$ cat src/rtl/booth_arbiter.sv
// Two-requester round-robin front end for a shared serial booth multiplier.
// A granted requester's operands are captured at grant time, then streamed
// to the multiplier (multiplicand, then multiplier). The product is collected
// from the multiplier result bus while the multiplier runs. A watchdog
// aborts a run that never signals completion.
//
// Handshake: req[i] is a level request. It is sampled only in IDLE, and
// dropping it while granted has no effect. gnt is one-hot and is held from
// the grant edge until the edge that leaves DONE. done[i] pulses for exactly
// one cycle (the DONE state) to the granted requester. err and result are
// valid with that pulse, and result holds until the next done.
module booth_arbiter #(
    parameter int BUS_WIDTH = 8,
    parameter int TIMEOUT   = 64
) (
    input  logic                     clk,
    input  logic                     reset,
    input  logic [1:0]               req,
    input  logic [BUS_WIDTH-1:0]     opa0,
    input  logic [BUS_WIDTH-1:0]     opb0,
    input  logic [BUS_WIDTH-1:0]     opa1,
    input  logic [BUS_WIDTH-1:0]     opb1,
    output logic [1:0]               gnt,
    output logic [1:0]               done,
    output logic                     err,
    output logic [2*BUS_WIDTH-1:0]   result,
    output logic [BUS_WIDTH-1:0]     mul_inbus,
    output logic                     mul_beginsig,
    output logic                     mul_locksig,
    input  logic [BUS_WIDTH-1:0]     mul_outbus,
    input  logic                     mul_endsig,
    output logic [2:0]               fsm_state
);

    localparam int CW = $clog2(TIMEOUT + 1);

    typedef enum logic [2:0] {
        IDLE   = 3'd0,
        LOAD_M = 3'd1,
        LOAD_Q = 3'd2,
        RUN    = 3'd3,
        DONE   = 3'd4
    } state_t;

    state_t               state;
    state_t               state_nx;
    logic                 prio;         // requester favoured when both request
    logic                 win;          // arbitration winner index this cycle
    logic [BUS_WIDTH-1:0] a_q;
    logic [BUS_WIDTH-1:0] b_q;
    logic [BUS_WIDTH-1:0] s1;
    logic [BUS_WIDTH-1:0] s2;
    logic [CW-1:0]        count;
    logic                 timeout_hit;

    assign fsm_state = state;

    // The last RUN cycle is the one where the counter is about to reach
    // TIMEOUT, so an aborted run lasts exactly TIMEOUT RUN cycles.
    assign timeout_hit = (count == CW'(TIMEOUT - 1));

    // Round-robin winner: a lone request wins, contention goes to prio
    always_comb begin
        win = 1'b0;
        if (req[0] && req[1]) begin
            win = prio;
        end else begin
            win = req[1];
        end
    end

    // State register
    always_ff @(posedge clk or posedge reset) begin
        if (reset) begin
            state <= IDLE;
        end else begin
            state <= state_nx;
        end
    end

    // Next-state decode and per-state multiplier controls
    always_comb begin
        state_nx     = state;
        mul_beginsig = 1'b1;
        mul_locksig  = 1'b0;
        mul_inbus    = '0;
        done         = 2'b00;
        unique case (state)
            IDLE: begin
                if (|req) state_nx = LOAD_M;
            end
            LOAD_M: begin
                mul_beginsig = 1'b0;
                mul_locksig  = 1'b1;
                mul_inbus    = a_q;
                state_nx     = LOAD_Q;
            end
            LOAD_Q: begin
                mul_beginsig = 1'b0;
                mul_locksig  = 1'b1;
                mul_inbus    = b_q;
                state_nx     = RUN;
            end
            RUN: begin
                mul_beginsig = 1'b0;
                mul_locksig  = 1'b1;
                if (mul_endsig || timeout_hit) state_nx = DONE;
            end
            DONE: begin
                done     = gnt;
                state_nx = IDLE;
            end
            default: state_nx = IDLE;
        endcase
    end

    // Grant, operand capture, watchdog, result pipe and round-robin pointer
    always_ff @(posedge clk or posedge reset) begin
        if (reset) begin
            gnt    <= 2'b00;
            prio   <= 1'b0;
            a_q    <= '0;
            b_q    <= '0;
            s1     <= '0;
            s2     <= '0;
            count  <= '0;
            result <= '0;
            err    <= 1'b0;
        end else begin
            unique case (state)
                IDLE: begin
                    if (|req) begin
                        gnt <= win ? 2'b10 : 2'b01;
                        a_q <= win ? opa1 : opa0;
                        b_q <= win ? opb1 : opb0;
                    end
                end
                LOAD_Q: begin
                    count <= '0;
                end
                RUN: begin
                    if (count != CW'(TIMEOUT)) count <= count + 1'b1;
                    s1 <= mul_outbus;
                    s2 <= s1;
                    // Completion takes precedence over a coincident timeout
                    if (mul_endsig) begin
                        result <= {s2, s1};
                        err    <= 1'b0;
                    end else if (timeout_hit) begin
                        result <= '0;
                        err    <= 1'b1;
                    end
                end
                DONE: begin
                    gnt  <= 2'b00;
                    // Favour the other requester next time
                    prio <= ~gnt[1];
                end
                default: ;
            endcase
        end
    end

endmodule

$ cat config.mk
export PLATFORM = sky130hd
export DESIGN_NAME = booth_arbiter
export DESIGN_NICKNAME = d
export VERILOG_FILES = /design/src/rtl/booth_arbiter.sv
export SDC_FILE = /design/constraint.sdc
export NUM_CORES = 1
export LEC_CHECK = 0
export ABC_AREA = 1
export ABC_CLOCK_PERIOD_IN_PS = 4800
export BUFFER_PORTS_ARGS = -buffer_cell sky130_fd_sc_hd__buf_2
export CAP_MARGIN = 20
export CORE_ASPECT_RATIO = 1.4
export CORE_MARGIN = 3
export CORE_UTILIZATION = 57
export CTS_CLUSTER_SIZE = 10
export DETAILED_ROUTE_END_ITERATION = 10
export PLACE_DENSITY = 0.83
export SLEW_MARGIN = 20
export SYNTH_ARGS = -nofsm -noshare
export SYNTH_HDL_FRONTEND = slang
export SYNTH_SLANG_ARGS = --single-unit
$ cat constraint.sdc
create_clock -name clk -period 4.8 [get_ports clk]
set_clock_uncertainty 0.05 [all_clocks]
set_input_delay 1.44 -clock clk [delete_from_list [all_inputs] [get_ports clk]]
set_output_delay 1.44 -clock clk [all_outputs]
set_load 0.05 [all_outputs]
# --- Word-level counts from Yosys, hierarchy flattened ---
# Cells that the tools add are included.
# Widths: inputs -> output; s select.
word_totals:
  ff_bits: 62
  out_inout_bits: 34
  inputBits: 45
  word_cells: 53
op_classes:
  n_reduce_logical: 13
  add_sub_neg: 1
  n_eq_ne: 9
  n_bitwise: 1
  mux: 19
op_table:
  columns: ["operator", "n"]
  rows:
  - ["$mux 16", 2]
  - ["$mux 8", 2]
  - ["$pmux 8 s2", 1]
  - ["$pmux 7 s2", 1]
  - ["$pmux 3 s4", 1]
  - ["$reduce_and 2->1", 5]
  - ["$add 7x1->7 const B", 1]
  - ["$eq 7x6->1 const B", 1]
  - ["$mux 7", 1]
  - ["$ne 7x7->1 const B", 1]
  - ["$eq 3x2->1 const B", 2]
  - ["$mux 2", 3]
  - ["$mux 3", 2]
  - ["$ne 2x2->1 const B", 3]
  - ["$reduce_bool 2->1", 3]
  - ["$mux 1", 5]
  - ["$pmux 2 s2", 1]
  - ["$eq 3x1->1 const B", 1]
  - ["$eq 3x3->1 const B", 1]
  - ["$logic_not 3->1", 1]
  - ["$reduce_or 3->1", 1]
  - ["$reduce_or 2->1", 1]
  - ["$logic_and 1x1->1", 1]
  - ["$logic_or 1x1->1", 1]
  - ["$not 1->1", 1]

# --- Depth between registers and ports, before layout ---
# Gate-level depths: netlist of the first run.
depth:
  depth_word: 5
  depth_mapped: 9
  mapped_depth_nobuf: 9

# --- Worst setup path after synthesis of the first run ---
# OpenSTA, ideal clock, no wires.
synth_timing:
  kind: "reg-to-output"
  startpoint: "register state[1] (netlist: fsm_state[1])"
  endpoint: "output mul_inbus[2]"
  slack_ns: 1.006
  n_path_buf: 1
  required_ns: 3.310
  arrival_time_ns: 2.304
  path_stages_with_launch: 4
  path_cell_list: "dfrtp_1 > nand3_1 > buf_2 > o21ai_0"
synth_between:
  elab_chain_len: 2
  elab_cells_between_ends: 3
  cone_classes: "eq/ne (2); mux (1)"
synth_lines:
  columns: ["item", "line_no", "rtl"]
  rows:
  - ["from (decl)", "45", "state_t state;"]
  - ["from (signal assigned)", "77", "state <= state_nx;"]
  - ["$eq 3x2->1 or $eq 3x1->1 (tied branches)", "88", "unique case (state)"]
  - ["$pmux 8 s2 (*)", "88", null]
  - ["to (decl)", "27", "output logic [BUS_WIDTH-1:0] mul_inbus,"]
# Mark *: on every way between the ends. The rest lies on a longest branch, timed or not.

# --- Worst setup path in the final report of the first run ---
layout_timing:
  startpoint: "register state[0] (netlist: fsm_state[0])"
  endpoint: "output mul_inbus[5]"
# The elaborated chain is that of the path after synthesis.

==> metrics, run 1 <==
startpoint class of the critical path flip-flop; filler instances 390; initial antenna violation count 0; multi-input logic area 1190 um2; All-Layer GR Usage 0.235; sequential-to-total area share from yosys stat 0.508; starting density of the core 0.607; DR vias/cell 5.15; CTS tree built; global-route wire length before repair 11300 um; max-cap viol count 0; syn nets 420; Yosys top cell by area dfrtp_1; Ant. Diodes 0; crit-path max FO 17; Worst Path Required 3.31 ns; Chip Width 67.9 um; num rows 30; slack of the worst reg-to-reg path 2.60 ns; Routed WL 6530 um; CTS Hold Bufs 0; post-synthesis cell type count 30; io pins 79; total die area 6290 um2; Gates resized, CTS repair 0; Final Wtd Congestion 0.801; Clock Tree Root clkbuf_8; CTS sink count 62; Reg area 1550 um2; R2R cell count 5; Slew @ Worst Pin 0.961 ns; largest net degree at the start of global routing 41; fin crit share 0.770; status finished clean; reg-to-reg startpoint fsm_state[0]; Buffers on Ports 78; clock buffer depth 2; delay of the slowest critical-path stage 0.53 ns; TNS Setup 0 ns; RSZ-0062 raised after global routing no; vias in the first global route 2699; CP arrival 2.21 ns; R2R Path End result[6]; routed vias 2656; Num CTS Buffers 9; PD cells 742 nW/um2; CORE AREA 5030 um2; Die Height 92.6 um; CP Class reg2out; cells after synthesis 373; layout cells sized above 1 0.248; CP Launch Point fsm_state[0]; slew margin rel. 0.357; Yosys top cell area share 0.508; Max Fclk 271 MHz; Peak supply drop 402 uV; Yosys reg bits 62; postcts setup bufs 0; CP max-delay cell dfrtp_1; Ys Warns 0; DRC errors left 0; clock-pin transition on the worst setup and hold timing paths 0.07 ns; 1st-pass router iterations 5; Post-Place Setup Slack 1.47 ns; fin worst setup slack 1.10 ns; end point of the critical path mul_inbus[5]; Clk Latency, worst-skew pair 0.34 ns; Congestion Overflow GR 0; initial DRC count 217; placed insts 500; post-route insts no fill 516; post-route antenna net violation count 0; post-route minimum period 3.70 ns; most frequent cells in the layout 137 x nand2_1, 78 x buf_2, 62 x dfrtp_1, 48 x nand3_1, 40 x inv_1; Pwr Total 2720 uW; CP endpoint kind output port; post-DR wirelength/cell 12.7 um; final hold vios 0; cell chain of the critical path inv_1 > nand3_1 > o21ai_0 > buf_2; htree depth 3; top cells by area, synth dfrtp_1 51%, nand2_1 17%, nand3_1 7.9%; dpl hpwl 4590 um; P&R area growth vs syn 19.9%; Hold/Removal Path Class reg2reg; commonest non-fill, non-tap cell in the layout nand2_1; Avg Cell Area, Syn 8.19 um2; synthesized area 3060 um2; Pins Over Slew Limit 0; final setup fails 0; fin nets 494; P_leak 0.00209 uW; Hold WS 0.434 ns
[sequential cells by signal, summed over array words and instances, names as in the netlist]
signal,cells
err,1
a_q,8
fsm_state,3
result,16
s2,8
gnt,2
count,7
prio,1
s1,8
b_q,8
[cells by family (layout without fill, tap and decap cells)]
logic type / count (synthesis) / in the layout / synth area share
and+or+nand+nor: 215 / 215 / 0.306
adders and majority gates: 2 / 2 / 0.00819
xor gates and xnor gates: 1 / 1 / 0.00287
buffers and inverters: 61 / 140 / 0.103
DFF: 62 / 62 / 0.508
AOI/OAI and AO/OA: 32 / 32 / 0.0721
[cell usage after synthesis]
cell      instances
a21oi_1           1
a21oi_2           1
a21oi_4           1
buf_2             6
buf_6             8
buf_8             1
clkbuf_1          1
dfrtp_1          62
ha_1              2
inv_1            41
inv_2             3
inv_8             1
nand2_1         137
nand2_2           1
nand2_4           1
nand3_1          48
nand3_2           1
nand3_4           1
nand3b_1          1
nand4_1           1
nor2_1           19
nor2_4            4
nor3_1            1
o211ai_1          8
o21ai_0          11
o21ai_1           1
o21bai_1          1
o22ai_1           6
o22ai_2           2
xnor2_1           1
[metrics by stage]
| step | utilization | cell area, um2 |
|---|---|---|
| after CTS | 0.729 | 3660 |
| after global routing | 0.729 | 3660 |
| after detailed placement | 0.675 | 3390 |
| after floorplan | - | 3060 |
| final | 0.729 | 3660 |
| after global placement | 0.675 | 3390 |
[critical path: cells and delay by family (launching register included)]
family          cells  cell delay, ns
flops               1            0.53
buf+inv             2            0.51
compound gates      1            0.35
simple gates        1            0.47
[power breakdown]
group	total, uW	switching (uW)	internal [uW]
clock	613	214	400
combinational	1230	923	304
sequential	880	140	740
total	2720	1280	1440
[worst min-delay path by stage]
stage | start | endpoint | slack (ns) | depth (start not counted)
after floorplan | s2[0] | s2[0] | 0.40 | 2
after global placement | s2[5] | result[13] | 0.41 | 2
after detailed placement | s2[5] | result[13] | 0.41 | 2
after CTS | s2[2] | result[10] | 0.43 | 2
after global routing | a_q[1] | a_q[1] | 0.45 | 2
final | s2[2] | result[10] | 0.43 | 2
[layer usage]
| layer | vias up | global-route usage | wire, um |
|---|---|---|---|
| met5 | - | 0 | 0 |
| met4 | 0 | 0.121 | 138 |
| met3 | 16 | 0.0449 | 404 |
| met2 | 92 | 0.413 | 3520 |
| met1 | 1221 | 0.260 | 2470 |
| li1 | 1327 | - | - |
[area by class of cell]
cell class	count	share of cell area
inverter	45	0.0481
sequential	62	0.423
multi-input combinational	250	0.324
timing repair buffer	79	0.109
clock inverter	7	0.0399
tap	64	0.0219
clock buffer	9	0.0338
Note: power is estimated with default switching activity, not from simulation.
==> run 2: changes to the inputs <==
Settings changed: ABC_CLOCK_PERIOD_IN_PS 4800 to 3600, CORE_UTILIZATION 57 to 53, PLACE_DENSITY 0.83 to 0.78.
Clock period 4.8 ns to 3.6 ns, I/O delays scaled along.
==> run 2 against run 1 <==
Effect of this change: worst setup slack got worse by 0.57 ns; first-iteration DRC count decreased by 17%; cell area decreased by 0.58%; sequential power increased by 33%.
==> metrics, run 2 (same netlist as run 1, synthesis figures left out) <==
status finished clean; Chip Width 70.2 um; initial DRC count 180; io pins 79; Hold WS 0.430 ns; CTS Hold Bufs 0; Clk Latency, worst-skew pair 0.35 ns; htree depth 3; post-route cell area 3640 um2; final hold vios 0; Slew @ Worst Pin 0.956 ns; Die Height 95.8 um; Clock Tree Root clkbuf_8; Post-Place Setup Slack 0.921 ns; post-route antenna net violation count 0; WHS Endpoint a_q[0]; Routed WL 6260 um; Peak supply drop 584 uV; post-DR wirelength/cell 12.0 um; final setup fails 0; dpl hpwl 4550 um; Most flops, register result; layout cells sized above 1 0.251; CTS tree built; Num CTS Buffers 9; Worst Path Required 2.47 ns; CP endpoint kind output port; fin crit share 0.851; slew margin rel. 0.361; slack of the worst reg-to-reg path 1.45 ns; Worst Min Path Start a_q[0]; Pins Over Slew Limit 0; fin worst setup slack 0.537 ns; CORE AREA 5570 um2; Hold/Removal Path Class reg2reg; crit-path max FO 13; vias in the first global route 2465; P_leak 0.00207 uW; clock buffer depth 2; Buffers on Ports 78; R2R cell count 5; routed vias 2617; total die area 6730 um2; post-route minimum period 3.06 ns; Final Wtd Congestion 0.757; Gates resized, CTS repair 0; PD cells 960 nW/um2; All-Layer GR Usage 0.202; DR vias/cell 5.01; R2R Path End result[0]; startpoint class of the critical path flip-flop; fin nets 496; number of flip-flops under the largest register name 16; most frequent cells in the layout 137 x nand2_1, 78 x buf_2, 62 x dfrtp_1, 48 x nand3_1, 40 x inv_1; CP arrival 1.93 ns; Post-DP Area 3410 um2; TNS Setup 0 ns; num rows 32; starting density of the core 0.549; reg-to-reg startpoint fsm_state[0]; commonest non-fill, non-tap cell in the layout nand2_1; Ant. Diodes 0; postcts setup bufs 0; initial antenna violation count 0; Congestion Overflow GR 0; CP Class reg2out; 1st-pass router iterations 4; Max Fclk 326 MHz; clock-pin transition on the worst setup and hold timing paths 0.07 ns; largest net degree at the start of global routing 43; RSZ-0062 raised after global routing no; P&R area growth vs syn 19.2%; DRC errors left 0; global-route wire length before repair 10700 um; core occupancy in the finished layout 0.655; CTS sink count 62; max-cap viol count 0; worst hold stages 2
==> run 2: layout make-up <==
type	instances	area, um2
clock buffers	9	124
multi-input cells	250	1190
clock inverters	7	105
well taps	68	85.1
repair buffers	81	413
flip-flops and latches	62	1550
fillers	462	1920
inverters	45	176
==> run 2: power by group <==
part / switching (uW) / internal [uW] / leakage, uW / total [uW]
Sequential: 182 / 986 / 0.000783 / 1170
Combinational: 1220 / 414 / 0.00118 / 1630
Clock: 297 / 400 / 0.000112 / 697
Total: 1700 / 1800 / 0.00207 / 3500
==> run 2: stage by stage <==
step                instances  power, uW
finish                    522       3500
global route              522       3740
CTS                       522       3530
detailed placement        506       2830
global placement          506       2790
floorplan                 373       2530
==> run 2: worst max-delay path by stage <==
stage / to / depth (start not counted) / slack (ns) / startpoint
floorplan: mul_inbus[2] / 3 / 0.17 / fsm_state[1]
global placement: mul_inbus[7] / 4 / 0.97 / fsm_state[0]
detailed placement: mul_inbus[3] / 4 / 0.92 / fsm_state[0]
CTS: mul_inbus[3] / 4 / 0.53 / fsm_state[0]
global route: mul_inbus[6] / 4 / 0.33 / fsm_state[0]
finish: mul_inbus[3] / 4 / 0.54 / fsm_state[0]
==> run 2: worst max-delay path, cell delays in order, from the launching register on <==
cell,delay [ns]
dfrtp_1,0.53
inv_1,0.20
nand3_1,0.28
o21ai_0,0.28
buf_2,0.30
==> run 2: routing by layer <==
layer	vias up	track usage	wire length, um
met1	1200	0.221	2530
met4	0	0.0958	108
met3	7	0.0554	392
met5	-	0	0
met2	78	0.364	3230
li1	1332	-	-
==> run 3: changes to the inputs <==
Settings changed: CORE_MARGIN 3 to 2.
==> run 3 against run 2 <==
Effect of this change: die area down 4.9%; via count up 0.46%; hold slack worse by 0.0042 ns; clock power down 5.6%; sequential cell count unchanged; maximum frequency up 0.68%; utilization up 0.23 points.
==> metrics, run 3 (same netlist as run 1, synthesis figures left out) <==
status finished clean; Gates resized, CTS repair 0; CP Launch Point fsm_state[0]; Buffers on Ports 78; R2R cell count 5; Clock Tree Root clkbuf_8; Num CTS Buffers 9; post-route cell area 3630 um2; final hold vios 0; num rows 32; Psw 1680 uW; Clk Latency, worst-skew pair 0.34 ns; PD cells 957 nW/um2; sw frac 0.485; postcts setup bufs 0; Worst Min Path Start s2[2]; Slew @ Worst Pin 0.980 ns; 1st-pass router iterations 4; R2R Path End result[3]; max-cap viol count 0; htree depth 3; dpl hpwl 4580 um; Most flops, register result; fin nets 496; CTS tree built; filler instances 480; Hold/Removal Path Class reg2reg; io pins 79; Post-DP Area 3410 um2; P_leak 0.00207 uW; Routed WL 6330 um; post-route antenna net violation count 0; Post-Place Setup Slack 0.912 ns; vias in the first global route 2564; slew margin rel. 0.345; CP endpoint kind output port; CTS Hold Bufs 0; slack of the worst reg-to-reg path 1.45 ns; worst hold stages 2; routed vias 2629; clock power share 0.190; Seq pwr share 0.337; starting density of the core 0.553; Pint 1790 uW; fin crit share 0.845; Congestion Overflow GR 0; TNS Setup 0 ns; All-Layer GR Usage 0.224; Die Height 93.8 um; number of flip-flops under the largest register name 16; crit-path max FO 13; largest net degree at the start of global routing 49; CORE AREA 5530 um2; startpoint class of the critical path flip-flop; Worst Path Required 2.47 ns; Peak supply drop 546 uV; commonest non-fill, non-tap cell in the layout nand2_1; P&R area growth vs syn 18.8%; layout cells sized above 1 0.249; Pins Over Slew Limit 0; WHS Endpoint result[10]; DRC errors left 0; CP Class reg2out; Max Fclk 329 MHz; post-route minimum period 3.04 ns; clock-pin transition on the worst setup and hold timing paths 0.07 ns; initial antenna violation count 0; reg-to-reg startpoint fsm_state[0]; most frequent cells in the layout 137 x nand2_1, 78 x buf_2, 62 x dfrtp_1, 48 x nand3_1, 40 x inv_1; Ant. Diodes 0; RSZ-0062 raised after global routing no; Chip Width 68.2 um; CTS sink count 62; CP arrival 1.91 ns; fin worst setup slack 0.558 ns; Final Wtd Congestion 0.804; combinational power share 0.474; clock buffer depth 2; initial DRC count 132; DR vias/cell 5.04; total die area 6400 um2; final setup fails 0; global-route wire length before repair 10700 um; post-DR wirelength/cell 12.1 um
[run 3: worst max-delay path by stage]
| stage | endpoint | slack, ns | depth (start not counted) |
|---|---|---|---|
| 3_5_place_dp | mul_inbus[3] | 0.91 | 4 |
| 6_report | mul_inbus[3] | 0.56 | 4 |
| 2_1_floorplan | mul_inbus[2] | 0.17 | 3 |
| 4_1_cts | mul_inbus[3] | 0.53 | 4 |
| 3_3_place_gp | mul_inbus[0] | 0.96 | 4 |
| 5_1_grt | mul_inbus[3] | 0.42 | 4 |
[run 3: metrics by stage]
step                hold WS (ns)  power [uW]  std cells   util
detailed placement         0.408        2830        506  0.618
CTS                        0.425        3500        522  0.657
global route               0.451        3710        522  0.657
finish                     0.426        3470        522  0.657
floorplan                  0.399        2530        373      -
global placement           0.410        2790        506  0.618
[run 3: per-layer routing]
layer / part of all wire / routed length, um / GRT usage / up-vias
li1: - / - / - / 1331
met1: 0.40 / 2500 / 0.243 / 1194
met2: 0.52 / 3320 / 0.388 / 93
met3: 0.059 / 373 / 0.0767 / 11
met4: 0.021 / 131 / 0.0917 / 0
met5: 0 / 0 / 0 / -
[run 3: worst max-delay path: stages, from the launching register on]
cell	delay (ns)
dfrtp_1	0.53
inv_1	0.20
nand3_1	0.28
o21ai_0	0.27
buf_2	0.30
[run 3: power groups by stage]
stage / clock network, uW / logic [uW] / registers (uW)
2_1_floorplan: 0 / 1050 / 1470
3_3_place_gp: 0 / 1620 / 1170
3_5_place_dp: 0 / 1650 / 1180
4_1_cts: 670 / 1660 / 1170
5_1_grt: 700 / 1810 / 1200
6_report: 658 / 1650 / 1170
[run 3: cell type report]
type | count | area [um2] | share of cell area
Sequential cell | 62 | 1550 | 0.427
Multi-Input combinational cell | 250 | 1190 | 0.327
Timing Repair Buffer | 81 | 413 | 0.114
Inverter | 45 | 178 | 0.0489
Clock buffer | 10 | 128 | 0.0352
Clock inverter | 6 | 86.3 | 0.0238
Tap cell | 68 | 85.1 | 0.0234
